`src/rtl/dfe_pkg.sv`:
```
// ============================================================================
//  Module   : dfe_pkg
//  Brief    : Shared constants, state encodings and helpers for the DFE
//             output serializer slice.
//  Revision : 1.0 - initial release
// ============================================================================
`default_nettype none

package dfe_pkg;

  // ADC resolution used when nothing else is specified
  localparam int BW_DEFAULT    = 6;

  // DFE output word width: ADC bits plus the equaliser's growth bits
  localparam int W             = BW_DEFAULT + 15;

  // Buffer depth in words (power of two, at least 2)
  localparam int DEPTH_DEFAULT = 8;

  // Serializer states
  typedef enum logic [0:0] {
    IDLE  = 1'b0,
    SHIFT = 1'b1
  } ser_state_e;

  // Word width for an arbitrary ADC resolution
  function automatic int word_width(input int bw);
    return bw + 15;
  endfunction

endpackage : dfe_pkg

`default_nettype wire

```
`src/rtl/dfe_out_serializer_if.sv`:
```
// ============================================================================
//  Module   : dfe_out_serializer_if
//  Brief    : Word-in / serial-out bundle of the DFE output serializer.
//             The slave side is the serializer, the master side feeds it.
//  Revision : 1.0 - initial release
// ============================================================================
`default_nettype none

interface dfe_out_serializer_if
  import dfe_pkg::*;
#(
  parameter int BW    = BW_DEFAULT,
  parameter int DEPTH = DEPTH_DEFAULT
) ();

  logic                       ENABLE;
  logic signed [BW+14:0]      IN;
  logic                       IN_VALID;
  logic                       SDO;
  logic                       SFRAME;
  logic                       SBUSY;
  logic                       OVF;
  logic [$clog2(DEPTH):0]     LEVEL;

  modport master (
    output ENABLE, IN, IN_VALID,
    input  SDO, SFRAME, SBUSY, OVF, LEVEL
  );

  modport slave (
    input  ENABLE, IN, IN_VALID,
    output SDO, SFRAME, SBUSY, OVF, LEVEL
  );

endinterface : dfe_out_serializer_if

`default_nettype wire

```
`src/rtl/dfe_sync_fifo.sv`:
```
// ============================================================================
//  Module   : dfe_sync_fifo
//  Brief    : Single-clock word buffer with simultaneous push/pop support.
//             The caller qualifies push and pop; a push while full is only
//             issued together with a pop.
//  Revision : 1.0 - initial release
// ============================================================================
`default_nettype none

module dfe_sync_fifo
  import dfe_pkg::*;
#(
  parameter int WIDTH = W,
  parameter int DEPTH = DEPTH_DEFAULT
) (
  input  wire logic                     clk,
  input  wire logic                     rst,
  input  wire logic                     push,
  input  wire logic                     pop,
  input  wire logic [WIDTH-1:0]         din,
  output logic      [WIDTH-1:0]         dout,
  output logic                          full,
  output logic                          empty,
  output logic      [$clog2(DEPTH):0]   level
);

  localparam int AW = $clog2(DEPTH);

  logic [WIDTH-1:0] mem_q [DEPTH];
  logic [AW-1:0]    wr_ptr_q, wr_ptr_d;
  logic [AW-1:0]    rd_ptr_q, rd_ptr_d;
  logic [AW:0]      level_q,  level_d;

  // Pointer and occupancy update; pointers wrap naturally at DEPTH
  always_comb begin
    wr_ptr_d = wr_ptr_q;
    rd_ptr_d = rd_ptr_q;
    level_d  = level_q;
    if (push) wr_ptr_d = wr_ptr_q + AW'(1);
    if (pop)  rd_ptr_d = rd_ptr_q + AW'(1);
    case ({push, pop})
      2'b10:   level_d = level_q + (AW+1)'(1);
      2'b01:   level_d = level_q - (AW+1)'(1);
      default: level_d = level_q;
    endcase
  end

  // Pointer/occupancy registers, cleared by the asynchronous reset
  always_ff @(posedge clk or posedge rst) begin
    if (rst) begin
      wr_ptr_q <= '0;
      rd_ptr_q <= '0;
      level_q  <= '0;
    end else begin
      wr_ptr_q <= wr_ptr_d;
      rd_ptr_q <= rd_ptr_d;
      level_q  <= level_d;
    end
  end

  // Storage array; contents are don't-care after reset since level is 0
  always_ff @(posedge clk) begin
    if (push) mem_q[wr_ptr_q] <= din;
  end

  assign dout  = mem_q[rd_ptr_q];
  assign full  = (level_q == (AW+1)'(DEPTH));
  assign empty = (level_q == '0);
  assign level = level_q;

endmodule : dfe_sync_fifo

`default_nettype wire

```
`src/rtl/dfe_out_serializer.sv`:
```
// ============================================================================
//  Module   : dfe_out_serializer
//  Brief    : Buffers DFE output words and shifts them out MSB first on a
//             single serial line with a frame strobe on each MSB.
//  Revision : 1.0 - initial release
// ============================================================================
`default_nettype none

module dfe_out_serializer
  import dfe_pkg::*;
#(
  parameter int BW    = BW_DEFAULT,
  parameter int DEPTH = DEPTH_DEFAULT
) (
  input  wire logic           CLK,
  input  wire logic           RES,
  dfe_out_serializer_if.slave bus
);

  localparam int WW = word_width(BW);
  localparam int LW = $clog2(DEPTH) + 1;
  localparam int CW = $clog2(WW);
  localparam logic [CW-1:0] C_LAST = CW'(WW - 1);

  ser_state_e       state_q, state_d;
  logic [WW-1:0]    shreg_q, shreg_d;
  logic [CW-1:0]    cnt_q,   cnt_d;
  logic             sframe_q, sframe_d;
  logic             ovf_q,   ovf_d;

  logic             fifo_push;
  logic             fifo_pop;
  logic             fifo_full;
  logic             fifo_empty;
  logic [WW-1:0]    fifo_dout;
  logic [LW-1:0]    fifo_level;
  logic             can_start;

  // A new frame may begin only with a buffered word and ENABLE high
  assign can_start = bus.ENABLE && !fifo_empty;

  dfe_sync_fifo #(
    .WIDTH (WW),
    .DEPTH (DEPTH)
  ) u_fifo (
    .clk   (CLK),
    .rst   (RES),
    .push  (fifo_push),
    .pop   (fifo_pop),
    .din   ($unsigned(bus.IN)),
    .dout  (fifo_dout),
    .full  (fifo_full),
    .empty (fifo_empty),
    .level (fifo_level)
  );

  // Serializer next state: load on start/frame end, otherwise shift left
  always_comb begin
    state_d  = state_q;
    shreg_d  = shreg_q;
    cnt_d    = cnt_q;
    sframe_d = 1'b0;
    fifo_pop = 1'b0;
    case (state_q)
      IDLE: begin
        if (can_start) begin
          fifo_pop = 1'b1;
          shreg_d  = fifo_dout;
          cnt_d    = '0;
          sframe_d = 1'b1;
          state_d  = SHIFT;
        end
      end
      SHIFT: begin
        if (cnt_q != C_LAST) begin
          shreg_d = {shreg_q[WW-2:0], 1'b0};
          cnt_d   = cnt_q + CW'(1);
        end else if (can_start) begin
          // Back-to-back frame: next MSB follows the LSB with no gap
          fifo_pop = 1'b1;
          shreg_d  = fifo_dout;
          cnt_d    = '0;
          sframe_d = 1'b1;
        end else begin
          // Clearing the shifter forces SDO low while idle
          shreg_d = '0;
          cnt_d   = '0;
          state_d = IDLE;
        end
      end
      default: begin
        shreg_d = '0;
        cnt_d   = '0;
        state_d = IDLE;
      end
    endcase
  end

  // Write acceptance and sticky overflow; a pop frees the slot a full push needs
  always_comb begin
    fifo_push = bus.IN_VALID && bus.ENABLE && (!fifo_full || fifo_pop);
    ovf_d     = ovf_q || (bus.IN_VALID && bus.ENABLE && fifo_full && !fifo_pop);
  end

  // Serializer registers; reset aborts any frame in progress immediately
  always_ff @(posedge CLK or posedge RES) begin
    if (RES) begin
      state_q  <= IDLE;
      shreg_q  <= '0;
      cnt_q    <= '0;
      sframe_q <= 1'b0;
      ovf_q    <= 1'b0;
    end else begin
      state_q  <= state_d;
      shreg_q  <= shreg_d;
      cnt_q    <= cnt_d;
      sframe_q <= sframe_d;
      ovf_q    <= ovf_d;
    end
  end

  assign bus.SDO    = shreg_q[WW-1];
  assign bus.SFRAME = sframe_q;
  assign bus.SBUSY  = (state_q == SHIFT);
  assign bus.OVF    = ovf_q;
  assign bus.LEVEL  = fifo_level;

endmodule : dfe_out_serializer

`default_nettype wire

```
`src/flat_wrapper.sv`:
```
// flat-port wrapper written by rule: the top's interface ports become plain ports
module dfe_out_serializer_flat import dfe_pkg::*;
#(
  parameter int BW    = BW_DEFAULT,
  parameter int DEPTH = DEPTH_DEFAULT
)
  (CLK, RES, bus_ENABLE, bus_IN, bus_IN_VALID, bus_SDO, bus_SFRAME, bus_SBUSY, bus_OVF, bus_LEVEL);
  dfe_out_serializer_if #(.BW(BW), .DEPTH(DEPTH)) bus_i ();
  input  wire logic CLK;
  input  wire logic RES;
  input wire logic [$bits(bus_i.ENABLE)-1:0] bus_ENABLE;
  input wire logic [$bits(bus_i.IN)-1:0] bus_IN;
  input wire logic [$bits(bus_i.IN_VALID)-1:0] bus_IN_VALID;
  output wire logic [$bits(bus_i.SDO)-1:0] bus_SDO;
  output wire logic [$bits(bus_i.SFRAME)-1:0] bus_SFRAME;
  output wire logic [$bits(bus_i.SBUSY)-1:0] bus_SBUSY;
  output wire logic [$bits(bus_i.OVF)-1:0] bus_OVF;
  output wire logic [$bits(bus_i.LEVEL)-1:0] bus_LEVEL;
  assign bus_i.ENABLE = bus_ENABLE;
  assign bus_i.IN = bus_IN;
  assign bus_i.IN_VALID = bus_IN_VALID;
  assign bus_SDO = bus_i.SDO;
  assign bus_SFRAME = bus_i.SFRAME;
  assign bus_SBUSY = bus_i.SBUSY;
  assign bus_OVF = bus_i.OVF;
  assign bus_LEVEL = bus_i.LEVEL;
  dfe_out_serializer #(.BW(BW), .DEPTH(DEPTH)) u_core (.CLK(CLK), .RES(RES), .bus(bus_i));
endmodule
```
`config.mk`:
```
export PLATFORM = sky130hd
export DESIGN_NAME = dfe_out_serializer_flat
export DESIGN_NICKNAME = d
export VERILOG_FILES = /design/src/rtl/dfe_pkg.sv /design/src/rtl/dfe_out_serializer_if.sv /design/src/rtl/dfe_sync_fifo.sv /design/src/rtl/dfe_out_serializer.sv /design/src/flat_wrapper.sv
export SDC_FILE = /design/constraint.sdc
export NUM_CORES = 1
export LEC_CHECK = 0
export CAP_MARGIN = 30
export CORE_ASPECT_RATIO = 1.1
export CORE_MARGIN = 4
export CORE_UTILIZATION = 50
export DETAILED_ROUTE_END_ITERATION = 12
export PLACE_DENSITY_LB_ADDON = 0.1
export SYNTH_ARGS = -nofsm -noshare
export SYNTH_HDL_FRONTEND = slang
export SYNTH_SLANG_ARGS = --single-unit
```
`constraint.sdc`:
```
create_clock -name CLK -period 3.4 [get_ports CLK]
set_input_delay 0.51 -clock CLK [delete_from_list [all_inputs] [get_ports CLK]]
set_output_delay 0.51 -clock CLK [all_outputs]
set_load 0.01 [all_outputs]
```
==> flow_metrics.env <==
export IMPL_num_antenna_cells=0
export IMPL_clock_fmax_ghz=0.380
export IMPL_worstMarginPinSlew_ps=841
export IMPL_rsz0062_at_grt="false"
export IMPL_rr_startpoint="u_core.cnt_q[0]"
export IMPL_layout_common_cells="edfxtp_1, dfrtp_1, clkdlybuf4s50_1"
export IMPL_grt_max_degree=40
export IMPL_area_delta_synth_final_pct=16.1
export IMPL_die_area_sq_um=19100
export IMPL_power_leakage_nw=3.34
export IMPL_regToRegSetupSlack_ps=770
export IMPL_yosys_cell_types_count=49
export IMPL_finalHoldViolCount=0
export IMPL_cts_setup_buffers=0
export IMPL_clock_latency_ps=490
export IMPL_r2r_cells=7
export IMPL_cp_start_kind="flop"
export IMPL_pin_count=33
export IMPL_antenna_found_initial=0
export IMPL_postLayoutCoreUtil_pct=59.6
export IMPL_fin_crit_sh_pct=77.3
export IMPL_ant_nets=0
export IMPL_outcome="finished, final reports clean"
export IMPL_start_util_pct=51.3
export IMPL_numPortBuffers=32
export IMPL_drive_above_1_share_pct=20.9
export IMPL_ys_seq_area_share_pct=71.1
export IMPL_cts_buffers=22
export IMPL_grt_pass1_vias=4454
export IMPL_finalSetupTns_ps=0
export IMPL_clkSlewWorstSetupHoldPaths_ps=60
export IMPL_fin_area_sq_um=9830
export IMPL_hpwl_microns=10400
export IMPL_wl_per_cell_microns=22.5
export IMPL_routed_via_density=5.96
export IMPL_die_w_microns=132
export IMPL_synth_seq_cells=207
export IMPL_nets=545
export IMPL_wl_microns=16600
export IMPL_gp_congestion=0.836
export IMPL_worstPathArrival_ps=2800
export IMPL_drtPass1Iterations=5
export IMPL_cts_sinks=207
export IMPL_grt_util_all_layers_pct=17.8
export IMPL_cts_buffer_depth=3
export IMPL_nFillCells=1205
export IMPL_crit_path_end="u_core.u_fifo.mem_q[2][14]"
export IMPL_synth_async_sr_flop_share_pct=18.8
export IMPL_syn_area_sq_um=8470
export IMPL_multi_input_area_sq_um=2290
export IMPL_critPathLaunch="u_core.cnt_q[0]"
export IMPL_synth_fp_nets=496
export IMPL_netlist_instances=466
export IMPL_instances_no_fill=735
export IMPL_min_period_ps=2630
export IMPL_grt_overflow=0
export IMPL_cp_end_kind="flop"
export IMPL_cts_hold_buf=0
export IMPL_worst_ep_required_time_ps=3570
export IMPL_clock_skew_ps=10.4
export IMPL_syn_mean_instance_area_sq_um=18.2
export IMPL_placed_cells_incl_taps=695
export IMPL_drc=0
export IMPL_min_path_type="in -> async"
export IMPL_p_per_area_nw_per_um2=753
export IMPL_seqCellArea_sq_um=6020
export IMPL_die_y_microns=144
export IMPL_cts_root_buf="clkbuf_16"
export IMPL_cts_resized=0
export IMPL_vias=4384
export IMPL_finalSetupViolCount=0
export IMPL_yosysWarnings=0
export IMPL_synth_edff_count=168
export IMPL_std_cell_rows=49
export IMPL_final_common_cell="edfxtp_1"
export IMPL_finalMaxSlewViolations=0
export IMPL_slew_headroom_pct=44.0
export IMPL_critPathKind="reg -> reg"
export IMPL_crit_path_max_fanout=15
export IMPL_ys_flop_type="edfxtp_1"
export IMPL_r2r_end="u_core.u_fifo.mem_q[2][14]"
export IMPL_dr_first_iter_drc_count=300
export IMPL_core_area_sq_um=16500
export IMPL_cap_violations=0
export IMPL_grt_pass1_wl_microns=26100
export IMPL_h_tree_depth=1
export IMPL_peakVddDrop_v=0.000438
export IMPL_cts_tree="done"
export IMPL_place_area_sq_um=9120
==> worst min-delay path by stage <==
stage	start	depth (start not counted)	slack (ps)	end
2_1_floorplan	u_core.shreg_q[10]	2	470	u_core.shreg_q[11]
3_3_place_gp	u_core.shreg_q[6]	2	470	u_core.shreg_q[7]
3_5_place_dp	u_core.shreg_q[0]	1	490	u_core.shreg_q[0]
4_1_cts	RES	3	440	u_core.bus.OVF
5_1_grt	RES	3	480	u_core.bus.OVF
6_report	RES	3	440	u_core.bus.OVF
==> synth_stat cells, drive strengths merged, types with 2 or more instances <==
master / n / area (sq um)
a21oi: 3 / 18.8
ha: 5 / 62.6
buf: 13 / 87.6
o21ai: 22 / 110
o211ai: 11 / 82.6
xnor2: 4 / 35.0
a2bb2oi: 3 / 26.3
nor2: 11 / 41.3
xor2: 4 / 35.0
nor3: 6 / 30.0
o22ai: 2 / 12.5
clkbuf: 16 / 60.1
and2: 2 / 12.5
nand3: 5 / 25.0
a22oi: 2 / 15.0
nand2b: 2 / 12.5
a21o: 2 / 15.0
nor4: 2 / 12.5
a31oi: 2 / 12.5
mux2i: 4 / 40.0
o311ai: 10 / 87.6
inv: 15 / 56.3
nand2: 25 / 93.8
nand3b: 10 / 75.1
nor2b: 2 / 12.5
edfxtp: 168 / 5040
mux2: 22 / 248
mux4: 40 / 972
dfrtp: 39 / 976
==> cell families (layout without fill, tap and decap cells) <==
family / after synthesis / count (layout) / synth area share (%)
flops: 207 / 207 / 71.1
simple gates: 70 / 70 / 4.33
compound gates: 66 / 66 / 5.72
mux: 66 / 66 / 14.9
buf+inv: 44 / 109 / 2.41
xor+xnor: 8 / 8 / 0.827
fa+ha+maj: 5 / 5 / 0.739
==> flip-flops by register name (all words and copies together) (netlist names) <==
signal / cells
u_core.bus.OVF: 1
u_core.bus.SBUSY: 1
u_core.u_fifo.wr_ptr_q: 3
u_core.u_fifo.mem_q: 168
u_core.u_fifo.rd_ptr_q: 3
u_core.cnt_q: 5
u_core.shreg_q: 21
u_core.u_fifo.level: 4
u_core.bus.SFRAME: 1
==> where the power goes <==
group / internal (W) / switching, W
Combinational: 0.000863 / 0.000760
Clock: 0.00142 / 0.000927
Sequential: 0.00306 / 0.000368
Total: 0.00534 / 0.00205
==> critical path, stage by stage, from the launching register on <==
cell and delay [ps]:
dfrtp_1 420, inv_1 70, ha_1 160, nand4b_2 290, and2_1 450, a21o_1 320, nor3_2 230, buf_4 330
==> per-stage QoR <==
stage | hold WS, ps | worst slack [ps] | power, W
6_report | 441 | 771 | 0.00740
5_1_grt | 478 | 604 | 0.00777
4_1_cts | 440 | 745 | 0.00749
3_5_place_dp | 492 | 578 | 0.00513
3_3_place_gp | 475 | 624 | 0.00510
2_1_floorplan | 469 | 122 | 0.00454
==> metal layers <==
layer | track usage, % | wire, microns | vias up
met5 | 0 | 0 | -
met4 | 5.80 | 370 | 0
met3 | 2.71 | 818 | 31
met2 | 28.7 | 7930 | 126
met1 | 25.5 | 7440 | 2258
li1 | - | - | 1969
==> area by class of cell <==
type,instances,area share [%]
repair buffers,54,5.07
multi-input cells,215,23.3
inverters,15,0.573
well taps,204,2.60
clock inverters,9,0.980
flip-flops and latches,207,61.3
clock buffers,31,6.26
Power figures use the tool's default switching activity.
